===== src/rtl/fabric_cfg_pkg.sv =====
// fabric_cfg_pkg
// Shared types and constants for the eFPGA configuration controller:
//   - controller state enum
//   - OBI register word offsets (addr[4:2]) and CTRL/STATUS bit positions
//   - CRC-32 polynomial/init values and a one-word parallel update function
// Optional feature macro used by the slice: FABRIC_CFG_CRC_EN

package fabric_cfg_pkg;

  typedef enum logic [2:0] {
    IDLE   = 3'd0,
    LOAD   = 3'd1,
    SETUP  = 3'd2,
    STROBE = 3'd3,
    HOLD   = 3'd4
  } cfg_state_e;

  localparam logic [2:0] RegCtrl     = 3'd0;
  localparam logic [2:0] RegStatus   = 3'd1;
  localparam logic [2:0] RegFrameSel = 3'd2;
  localparam logic [2:0] RegData     = 3'd3;
  localparam logic [2:0] RegCrc      = 3'd4;

  localparam int CtrlStartBit = 0;
  localparam int CtrlDoneBit  = 1;
  localparam int CtrlAbortBit = 2;

  localparam int StatusBusyBit       = 0;
  localparam int StatusConfiguredBit = 1;
  localparam int StatusErrBit        = 2;

  localparam logic [31:0] CrcPoly = 32'h04C11DB7;
  localparam logic [31:0] CrcInit = 32'hFFFFFFFF;

  // Non-reflected CRC-32, whole word folded in MSB first.
  function automatic logic [31:0] crc32Next(input logic [31:0] crc,
                                            input logic [31:0] data);
    logic [31:0] c;
    c = crc ^ data;
    for (int i = 0; i < 32; i++) begin
      c = c[31] ? ((c << 1) ^ CrcPoly) : (c << 1);
    end
    return c;
  endfunction

endpackage


===== src/rtl/fabric_cfg_crc32.sv =====
// fabric_cfg_crc32
// Running CRC-32 over 32-bit words, one word per enabled cycle.
// Ports:
//   clk_i, rst_ni  clock, asynchronous active-low reset
//   init_i         reload the init value (wins over en_i)
//   en_i           fold data_i into the running value
//   data_i [31:0]  word to absorb
//   crc_o  [31:0]  current CRC register value

module fabric_cfg_crc32
  import fabric_cfg_pkg::*;
(
  input  logic        clk_i,
  input  logic        rst_ni,
  input  logic        init_i,
  input  logic        en_i,
  input  logic [31:0] data_i,
  output logic [31:0] crc_o
);

  logic [31:0] crc_q;
  logic [31:0] crc_d;

  // Combinational next value for the whole word
  always_comb begin
    crc_d = crc32Next(crc_q, data_i);
  end

  // Register with reload priority over update
  always_ff @(posedge clk_i or negedge rst_ni) begin
    if (!rst_ni) begin
      crc_q <= CrcInit;
    end else if (init_i) begin
      crc_q <= CrcInit;
    end else if (en_i) begin
      crc_q <= crc_d;
    end
  end

  assign crc_o = crc_q;

endmodule


===== src/rtl/fabric_cfg_ctrl.sv =====
// fabric_cfg_ctrl
// OBI-slave configuration controller for the eFPGA fabric. Bitstream words
// written to DATA are assembled into one frame (NumRows words) on
// frame_data_o, then the selected FrameStrobe bit is pulsed with a one-cycle
// setup and a one-cycle hold. Owns the fabric "configured" flag.
// Optional feature: define FABRIC_CFG_CRC_EN to run CRC-32 over loaded words
// (CRC register readable at offset 4); otherwise the CRC register reads 0.
// Ports:
//   clk_i, rst_ni            clock, asynchronous active-low reset
//   obi_req_i/we_i/be_i      OBI request, write enable, byte enables (unused)
//   obi_addr_i [23:0]        byte address, addr[4:2] selects the register
//   obi_wdata_i [31:0]       write data
//   obi_gnt_o                grant (low for DATA writes during SETUP/STROBE/HOLD)
//   obi_rvalid_o/rdata_o     response one cycle after each grant
//   frame_data_o             assembled frame to FrameData_i
//   frame_strobe_o           one-hot frame strobe to FrameStrobe_i
//   configured_o             fabric configured flag
//   busy_o                   high outside IDLE

module fabric_cfg_ctrl
  import fabric_cfg_pkg::*;
#(
  parameter int FrameBitsPerRow = 32,
  parameter int MaxFramesPerCol = 20,
  parameter int NumColumns      = 5,
  parameter int NumRows         = 6,
  parameter int StrobeCycles    = 2
) (
  input  logic                                  clk_i,
  input  logic                                  rst_ni,
  input  logic                                  obi_req_i,
  input  logic                                  obi_we_i,
  input  logic [3:0]                            obi_be_i,
  input  logic [23:0]                           obi_addr_i,
  input  logic [31:0]                           obi_wdata_i,
  output logic                                  obi_gnt_o,
  output logic                                  obi_rvalid_o,
  output logic [31:0]                           obi_rdata_o,
  output logic [FrameBitsPerRow*NumRows-1:0]    frame_data_o,
  output logic [MaxFramesPerCol*NumColumns-1:0] frame_strobe_o,
  output logic                                  configured_o,
  output logic                                  busy_o
);

  localparam int StrobeW = MaxFramesPerCol * NumColumns;
  localparam int IdxW    = $clog2(StrobeW);
  localparam logic [7:0] MaxFrames8 = 8'(MaxFramesPerCol);
  localparam logic [7:0] NumCols8   = 8'(NumColumns);
  localparam logic [7:0] LastWord8  = 8'(NumRows - 1);
  localparam logic [7:0] LastStb8   = 8'(StrobeCycles - 1);

  cfg_state_e                     state_q;
  logic [7:0]                     word_cnt_q;
  logic [15:0]                    frame_cnt_q;
  logic                           err_q;
  logic                           configured_q;
  logic [15:0]                    frame_sel_q;
  logic [IdxW-1:0]                strobe_idx_q;
  logic                           sel_ok_q;
  logic [7:0]                     strobe_cnt_q;
  logic [FrameBitsPerRow*NumRows-1:0] frame_data_q;
  logic [StrobeW-1:0]             frame_strobe_q;
  logic                           rvalid_q;
  logic [31:0]                    rdata_q;
  logic [31:0]                    rdata_d;

  logic        accept;
  logic        wr_acc;
  logic        rd_acc;
  logic [2:0]  reg_off;
  logic        data_wr;
  logic        sel_wr;
  logic        start_cmd;
  logic        done_cmd;
  logic        abort_cmd;
  logic        data_stall;
  logic        sel_ok;
  logic [IdxW-1:0] sel_idx;
  logic [StrobeW-1:0] strobe_onehot;
  logic [31:0] status_word;
  logic [31:0] crc_value;
  logic        unusedInputs;

  assign unusedInputs = ^{obi_be_i, obi_addr_i[23:5], obi_addr_i[1:0]};

  assign reg_off    = obi_addr_i[4:2];
  // DATA writes cannot be absorbed while the current frame is being strobed
  assign data_stall = obi_we_i && (reg_off == RegData) &&
                      ((state_q == SETUP) || (state_q == STROBE) || (state_q == HOLD));
  assign obi_gnt_o  = obi_req_i && !data_stall;
  assign accept     = obi_req_i && obi_gnt_o;
  assign wr_acc     = accept && obi_we_i;
  assign rd_acc     = accept && !obi_we_i;
  assign data_wr    = wr_acc && (reg_off == RegData);
  assign sel_wr     = wr_acc && (reg_off == RegFrameSel);
  assign start_cmd  = wr_acc && (reg_off == RegCtrl) && obi_wdata_i[CtrlStartBit];
  assign done_cmd   = wr_acc && (reg_off == RegCtrl) && obi_wdata_i[CtrlDoneBit];
  assign abort_cmd  = wr_acc && (reg_off == RegCtrl) && obi_wdata_i[CtrlAbortBit];

  // Frame selection is range-checked and flattened when SETUP is entered;
  // an out-of-range index truncates harmlessly since it is never strobed.
  assign sel_ok  = (frame_sel_q[7:0] < MaxFrames8) && (frame_sel_q[15:8] < NumCols8);
  assign sel_idx = IdxW'(frame_sel_q[15:8]) * IdxW'(MaxFramesPerCol) + IdxW'(frame_sel_q[7:0]);

  always_comb begin
    strobe_onehot = '0;
    strobe_onehot[strobe_idx_q] = 1'b1;
  end

  always_comb begin
    status_word = '0;
    status_word[StatusBusyBit]       = (state_q != IDLE);
    status_word[StatusConfiguredBit] = configured_q;
    status_word[StatusErrBit]        = err_q;
    status_word[15:8]                = word_cnt_q;
    status_word[31:16]               = frame_cnt_q;
  end

  // Read data for the response cycle; writes answer with zero
  always_comb begin
    rdata_d = '0;
    if (rd_acc) begin
      case (reg_off)
        RegStatus:   rdata_d = status_word;
        RegFrameSel: rdata_d = {16'h0000, frame_sel_q};
        RegCrc:      rdata_d = crc_value;
        default:     rdata_d = '0;
      endcase
    end
  end

`ifdef FABRIC_CFG_CRC_EN
  fabric_cfg_crc32 u_crc (
    .clk_i  (clk_i),
    .rst_ni (rst_ni),
    .init_i (start_cmd),
    .en_i   (data_wr && (state_q == LOAD)),
    .data_i (obi_wdata_i),
    .crc_o  (crc_value)
  );
`else
  assign crc_value = '0;
`endif

  always_ff @(posedge clk_i or negedge rst_ni) begin
    if (!rst_ni) begin
      rvalid_q <= 1'b0;
      rdata_q  <= '0;
    end else begin
      rvalid_q <= accept;
      rdata_q  <= rdata_d;
    end
  end

  // Controller FSM. ABORT beats START beats DONE; START from any state
  // restarts straight into LOAD.
  always_ff @(posedge clk_i or negedge rst_ni) begin
    if (!rst_ni) begin
      state_q        <= IDLE;
      word_cnt_q     <= '0;
      frame_cnt_q    <= '0;
      err_q          <= 1'b0;
      configured_q   <= 1'b0;
      frame_sel_q    <= '0;
      strobe_idx_q   <= '0;
      sel_ok_q       <= 1'b0;
      strobe_cnt_q   <= '0;
      frame_data_q   <= '0;
      frame_strobe_q <= '0;
    end else begin
      if (sel_wr) begin
        frame_sel_q <= obi_wdata_i[15:0];
      end
      if (abort_cmd) begin
        state_q        <= IDLE;
        word_cnt_q     <= '0;
        frame_strobe_q <= '0;
      end else if (start_cmd) begin
        state_q        <= LOAD;
        word_cnt_q     <= '0;
        frame_cnt_q    <= '0;
        err_q          <= 1'b0;
        configured_q   <= 1'b0;
        frame_strobe_q <= '0;
      end else begin
        case (state_q)
          IDLE: begin
            if (data_wr) begin
              err_q <= 1'b1;
            end
          end
          LOAD: begin
            if (done_cmd) begin
              if (word_cnt_q == 8'd0) begin
                configured_q <= 1'b1;
                state_q      <= IDLE;
              end else begin
                err_q <= 1'b1;
              end
            end else if (data_wr) begin
              for (int r = 0; r < NumRows; r++) begin
                if (word_cnt_q == 8'(r)) begin
                  frame_data_q[r*FrameBitsPerRow +: FrameBitsPerRow] <= obi_wdata_i;
                end
              end
              if (word_cnt_q == LastWord8) begin
                word_cnt_q   <= '0;
                state_q      <= SETUP;
                strobe_idx_q <= sel_idx;
                sel_ok_q     <= sel_ok;
                if (!sel_ok) begin
                  err_q <= 1'b1;
                end
              end else begin
                word_cnt_q <= word_cnt_q + 8'd1;
              end
            end
          end
          SETUP: begin
            strobe_cnt_q <= '0;
            if (sel_ok_q) begin
              frame_strobe_q <= strobe_onehot;
              state_q        <= STROBE;
            end else begin
              state_q <= HOLD;
            end
          end
          STROBE: begin
            if (strobe_cnt_q == LastStb8) begin
              frame_strobe_q <= '0;
              state_q        <= HOLD;
            end else begin
              strobe_cnt_q <= strobe_cnt_q + 8'd1;
            end
          end
          HOLD: begin
            if (sel_ok_q && (frame_cnt_q != 16'hFFFF)) begin
              frame_cnt_q <= frame_cnt_q + 16'd1;
            end
            state_q <= LOAD;
          end
          default: state_q <= IDLE;
        endcase
      end
    end
  end

  assign obi_rvalid_o   = rvalid_q;
  assign obi_rdata_o    = rdata_q;
  assign frame_data_o   = frame_data_q;
  assign frame_strobe_o = frame_strobe_q;
  assign configured_o   = configured_q;
  assign busy_o         = (state_q != IDLE);

endmodule


===== config.mk =====
export PLATFORM = sky130hd
export DESIGN_NAME = fabric_cfg_ctrl
export DESIGN_NICKNAME = d
export VERILOG_FILES = /design/src/rtl/fabric_cfg_pkg.sv /design/src/rtl/fabric_cfg_crc32.sv /design/src/rtl/fabric_cfg_ctrl.sv
export SDC_FILE = /design/constraint.sdc
export NUM_CORES = 1
export LEC_CHECK = 0
export ABC_AREA = 1
export ABC_CLOCK_PERIOD_IN_PS = 2960
export BUFFER_PORTS_ARGS = -buffer_cell sky130_fd_sc_hd__buf_2
export CAP_MARGIN = 20
export CORE_MARGIN = 5
export CORE_UTILIZATION = 30
export DETAILED_ROUTE_END_ITERATION = 10
export GPL_TIMING_DRIVEN = 0
export MAX_ROUTING_LAYER = met4
export PLACE_DENSITY = 0.46
export SLEW_MARGIN = 20
export SYNTH_ARGS = -nofsm -noshare
export SYNTH_HDL_FRONTEND = slang
export SYNTH_SLANG_ARGS = --single-unit

===== constraint.sdc =====
create_clock -name clk_i -period 2.96 [get_ports clk_i]
set_clock_uncertainty 0.15 [all_clocks]
set_input_delay 0.592 -clock clk_i [delete_from_list [all_inputs] [get_ports clk_i]]
set_output_delay 0.592 -clock clk_i [all_outputs]
set_load 0.1 [all_outputs]

==> reports/metrics.yaml, run 1 <==
grt_overflow_total: 0
design_area_um2: 20600
io_buffers: 366
postCtsSetupBuffers: 0
syn_area_um2: 16200
coreArea_um2: 53600
vias_per_cell: 4.81
vias: 13900
routabilityCongestion: 0.877
p_total_w: 0.0212
setup-violations-final: 0
power.density_nw_per_um2: 1030
cp.arrival_ps: 1940
dr.pass1.iters: 5
drive_above_1_share_pct: 24.4
io-pin-count: 392
die_w_um: 242
hold_ws_ps: 96.0
slowest_stage: "buf_2"
slew_headroom_pct: 48.6
tightest_slew_ps: 771
final_cell_mix: "446 x nand2_1, 387 x buf_2, 386 x dfrtp_1"
yosysSeqAreaShare_pct: 59.7
clock_sinks: 386
end_kind: "primary output"
dp_slack_ps: 218
cap_viol_max_count: 0
crit_chain: "nor2_1 -> nand2_1 -> nand2_2 -> a21oi_2 -> buf_2"
ys.flop_type: "dfrtp_1"
seq_area_um2: 9660
track_usage_pct: 19.9
htree_num_levels: 2
yosysWarnings: 0
hold_path.class: "input port to flip-flop"
syn2layout_area_growth_pct: 27.5
rows: 85
fillers: 5520
ant_nets: 0
post-route-min-period_ps: 2690
finalCritPeriodShare_pct: 90.7
grt_max_degree: 97
synth-edff-count: 0
leakage_nw: 10.5
reg2reg_depth: 8
cp.depth: 5
antenna_found_initial: 3
ys_ff_latch: 386
grt_pass1_vias: 14600
cts_resized: 0
setup_slack_ps: 274
ys_types: 44
clock-root-buffer: "clkbuf_16"
required_ps: 2220
wire_per_inst_um: 20.0
finalMaxSlewViolations: 0
outcome: "finished clean"
grt_pass1_wl_um: 89600
start_kind: "flip-flop"
path_buf_inv: 1
crit_fanout: 6
clock_latency_ps: 580
final_common_cell: "nand2_1"
cts_tree: "yes"
hpwl_um: 42700
syn_inst: 1732
cts_buffers: 47
place_area_um2: 19000
final.setup.tns_ps: 0
fmax_ghz: 0.372
crit_family: "buffers and inverters"
slowest_delay_ps: 460
start_util_pct: 30.2
drc: 0
rsz0062_at_grt: "no"
nNetsFinal: 2231
holdPathStages: 3
wl_um: 57600
path_class: "flip-flop to primary output"
synthesis.nets: 1811
syn_avg_cell_area_um2: 9.35
async_flop_share_pct: 100
clkSlewWorstSetupHoldPaths_ps: 60
multi_input_area_um2: 5480
finalHoldViolations: 0
cts.path.max_buffers: 3
die-area_um2: 58700
first_iter_violations: 745
die_h_um: 242
irDropWorstVdd_mv: 0.784
==> per-layer routing <==
metal  wire length (µm)  vias to the layer above  global-route usage [%]
met5                  0                        -                       -
met4               1120                        0                    4.82
met3               4590                       73                    6.48
met2              27200                      387                    31.6
met1              24800                     6837                    24.8
li1                   -                     6613                       -
==> tightest hold or removal path, cell delays in order <==
cell	delay (ps)
buf_2	90
nand2_1	40
o21ai_0	50
==> per-stage QoR <==
step                      utilization, %  instances
after floorplan                        -       1732
after global placement              35.2       2794
after detailed placement            35.5       2798
after CTS                           38.5       2887
after global routing                38.5       2888
final                               38.5       2889
==> flip-flops by register name, indices dropped and copies added (netlist names) <==
register,cells
sel_ok_q,1
frame_cnt_q,16
frame_sel_q,16
word_cnt_q,8
frame_strobe_o,100
obi_rvalid_o,1
obi_rdata_o,32
strobe_cnt_q,8
strobe_idx_q,7
configured_o,1
err_q,1
frame_data_o,192
state_q,3
==> layout make-up <==
type	count	area share (%)
diodes	2	0.0242
plain buffers	105	2.88
clock buffers	65	6.51
clock inverters	23	1.33
inverters	121	2.22
multi-input cells	1120	26.5
flip-flops and latches	386	46.8
well taps	696	4.22
repair buffers	371	9.50
==> synthesized netlist by cell type, types with 2 or more instances <==
| cell type | instances | area, µm² |
|---|---|---|
| nand2_1 | 446 | 1670 |
| xor2_1 | 17 | 149 |
| inv_2 | 9 | 33.8 |
| buf_2 | 22 | 110 |
| nand3b_1 | 3 | 22.5 |
| nor3_1 | 33 | 165 |
| o31ai_1 | 5 | 37.5 |
| xnor2_1 | 5 | 43.8 |
| a21oi_1 | 124 | 621 |
| nor4_1 | 2 | 12.5 |
| o21ai_1 | 122 | 611 |
| inv_1 | 109 | 409 |
| nand4_1 | 96 | 601 |
| buf_4 | 4 | 30.0 |
| nor3_2 | 2 | 20.0 |
| inv_4 | 2 | 12.5 |
| nor2_4 | 3 | 33.8 |
| nand3_4 | 2 | 35.0 |
| buf_6 | 21 | 236 |
| dfrtp_1 | 386 | 9660 |
| or2_2 | 3 | 18.8 |
| nand4_4 | 2 | 42.5 |
| nand3_1 | 39 | 195 |
| ha_1 | 14 | 175 |
| o21a_1 | 3 | 22.5 |
| nand2_2 | 8 | 50.1 |
| buf_1 | 2 | 7.51 |
| nor2_1 | 65 | 244 |
| clkbuf_1 | 55 | 206 |
| o21ai_0 | 114 | 571 |
==> power breakdown <==
part           internal, W  total [W]  switching, W
Clock              0.00363    0.00601       0.00238
Sequential         0.00615    0.00684      0.000691
Combinational      0.00126    0.00832       0.00705
Total               0.0110     0.0212        0.0101
==> final timing paths <==
check                                               from                        endpoint  slack (ps)
max reg2reg                   frame_sel_q[9]$_DFFE_PN0P_     strobe_idx_q[6]$_DFFE_PN0P_         530
min in group asynchronous                         rst_ni    frame_data_o[11]$_DFFE_PN0P_         370
max                               state_q[1]$_DFFE_PN0P_                       obi_gnt_o         270
min                                      obi_wdata_i[12]     frame_sel_q[12]$_DFFE_PN0P_         100
min reg2reg                frame_data_o[102]$_DFFE_PN0P_   frame_data_o[102]$_DFFE_PN0P_         330
max in group asynchronous                         rst_ni  frame_strobe_o[42]$_DFFE_PN0P_         990
==> what timing repair did <==
item                                    4_1_cts  5_1_grt
endpoints found under the setup margin        0        0
hold endpoints to repair                     52        0
hold buffers                                  1        0
==> cell families after synthesis <==
group                    after synthesis  synth area share, %
AND/OR/NAND/NOR                      711                 19.7
flip-flops                           386                 59.7
AO/OA/AOI/OAI                        372                 11.7
buffers and inverters                226                 6.51
XOR/XNOR                              22                 1.19
adder cells (fa/ha/maj)               15                 1.21
(Power assumes the default switching activity.)
==> inputs of run 2 (changes only) <==
Settings changed: ABC_CLOCK_PERIOD_IN_PS 2960 to 2500.
Clock period 2.96 ns to 2.5 ns, I/O delays scaled along.
==> reports/metrics.yaml, run 2 (synthesized netlist as in run 1, its figures left out) <==
dp_slack_ps: -194  # -411 ps
grt_max_degree: 96  # -1.0%
clock_sinks: 386  # unchanged
irDropWorstVdd_mv: 1.15  # +47%
finalCritPeriodShare_pct: 97.3
final.setup.tns_ps: 0  # unchanged
rsz0062_at_grt: "yes"
final_cells: 2887  # -0.069%
ant_nets: 0  # unchanged
vias: 14000  # +0.30%
largest_register_ffs: 192  # unchanged
setup_slack_ps: 67.9  # -207 ps
grt_overflow_total: 0  # unchanged
fmax_ghz: 0.411
io-pin-count: 392  # unchanged
routabilityCongestion: 0.855  # -2.4%
grt_pass1_vias: 14700  # +0.27%
power.density_nw_per_um2: 1190  # +16%
tightest_slew_ps: 820  # +49.1 ps
track_usage_pct: 20.1  # +0.25 points
drc: 0  # unchanged
final_cell_mix: "446 x nand2_1, 386 x dfrtp_1, 385 x buf_2"
coreArea_um2: 53600  # unchanged
placedCellCount: 2798  # unchanged
die-area_um2: 58700  # unchanged
die_w_um: 242  # unchanged
leakage_nw: 10.5  # -0.18%
syn2layout_area_growth_pct: 27.4
setup-violations-final: 0  # unchanged
wl_um: 58300  # +1.1%
drive_above_1_share_pct: 24.5  # +0.033 points
first_iter_violations: 846  # +14%
cts.path.max_buffers: 3  # unchanged
design_area_um2: 20600  # -0.14%
met3_usage_pct: 6.71  # +0.23 points
clock_latency_ps: 580  # about the same
wire_per_inst_um: 20.2  # +1.2%
hpwl_um: 42800  # +0.12%
cts_tree: "yes"
outcome: "finished clean"
die_h_um: 242  # unchanged
cp.arrival_ps: 1780  # -160 ps
clkSlewWorstSetupHoldPaths_ps: 50  # about the same
antenna_found_initial: 5  # +2
rows: 85  # unchanged
grt_pass1_wl_um: 90800  # +1.3%
dr.pass1.iters: 5  # unchanged
crit_fanout: 5  # -1
htree_num_levels: 2  # unchanged
clock-root-buffer: "clkbuf_16"
place_area_um2: 19000  # about the same
vias_per_cell: 4.83  # +0.37%
slew_headroom_pct: 45.3  # -3.3 points
io_buffers: 366  # unchanged
start_kind: "flip-flop"
use_met2_pct: 31.8  # +0.16 points
required_ps: 1850  # -370 ps
finalHoldViolations: 0  # unchanged
hold_path.class: "input port to flip-flop"
cap_viol_max_count: 0  # unchanged
grt_busiest_layer: "met2"
start_util_pct: 30.2  # unchanged
post-route-min-period_ps: 2430
final_common_cell: "nand2_1"
end_kind: "primary output"
finalMaxSlewViolations: 0  # unchanged
path_class: "flip-flop to primary output"
final_core_util_pct: 38.5  # -0.054 points
nNetsFinal: 2237  # +0.27%
met1_usage_pct: 25.4  # +0.64 points
cts_buffers: 46  # -2.1%
[run 2: changes by cell type in the layout (fill, tap and decap cells not counted), moves of 3 or more]
cell	change
nor2_2	+3
nor2_1	-3
dlygate4sd3_1	+5
clkbuf_2	+6
bufinv_16	-4
clkinv_2	-6
[run 2: routing by layer]
| layer | part of all wire (%) | vias up |
|---|---|---|
| met5 | 0 | - |
| met4 | 2.0 | 0 |
| met3 | 8.2 | 76 |
| met2 | 47 | 430 |
| met1 | 43 | 6837 |
| li1 | - | 6609 |
[run 2: power breakdown]
| group | switching [W] | internal, W |
|---|---|---|
| logic | 0.00842 | 0.00156 |
| clock network | 0.00271 | 0.00382 |
| registers | 0.000791 | 0.00729 |
[run 2: stage by stage]
step | power [W] | hold WS [ps]
after floorplan | 0.0160 | 54.4
after global placement | 0.0181 | 313
after detailed placement | 0.0181 | 282
after CTS | 0.0248 | 0.0737
after global routing | 0.0257 | 18.0
final | 0.0246 | 24.1
[run 2: path summary, 6_finish.rpt]
path / start / end / slack [ps] / depth (start not counted)
min in group asynchronous: rst_ni / frame_data_o[39]$_DFFE_PN0P_ / 260 / 2
min reg2reg: frame_data_o[189]$_DFFE_PN0P_ / frame_data_o[189]$_DFFE_PN0P_ / 330 / 2
min: obi_wdata_i[4] / frame_sel_q[4]$_DFFE_PN0P_ / 20 / 3
max in group asynchronous: rst_ni / frame_strobe_o[24]$_DFFE_PN0P_ / 380 / 5
max reg2reg: frame_sel_q[9]$_DFFE_PN0P_ / strobe_idx_q[6]$_DFFE_PN0P_ / 160 / 8
max: state_q[2]$_DFFE_PN0P_ / busy_o / 70 / 5
[run 2: area by class of cell]
type | count | area, µm²
fill | 5504 | 33000
sequential | 386 | 9660
multi-input combinational | 1120 | 5520
timing repair buffer | 378 | 2060
clock buffer | 69 | 1350
tap | 696 | 871
buffer | 105 | 603
inverter | 121 | 459
clock inverter | 9 | 93.8
antenna | 3 | 7.51
[run 2: repair_timing]
item | in CTS | in global routing
gates cloned | 0 | 1
pin swaps | 0 | 1
resized for setup | 4 | 21
buffers inserted | 0 | 1
endpoints found under the hold margin | 55 | 0
endpoints found under the setup margin | 3 | 144
hold buffers | 6 | 0
[run 2: worst max-delay path, stage by stage (launching register included)]
cell and delay [ps]:
dfrtp_1 430, nor2_1 160, inv_2 90, nor2_2 180, inv_1 120, buf_4 250
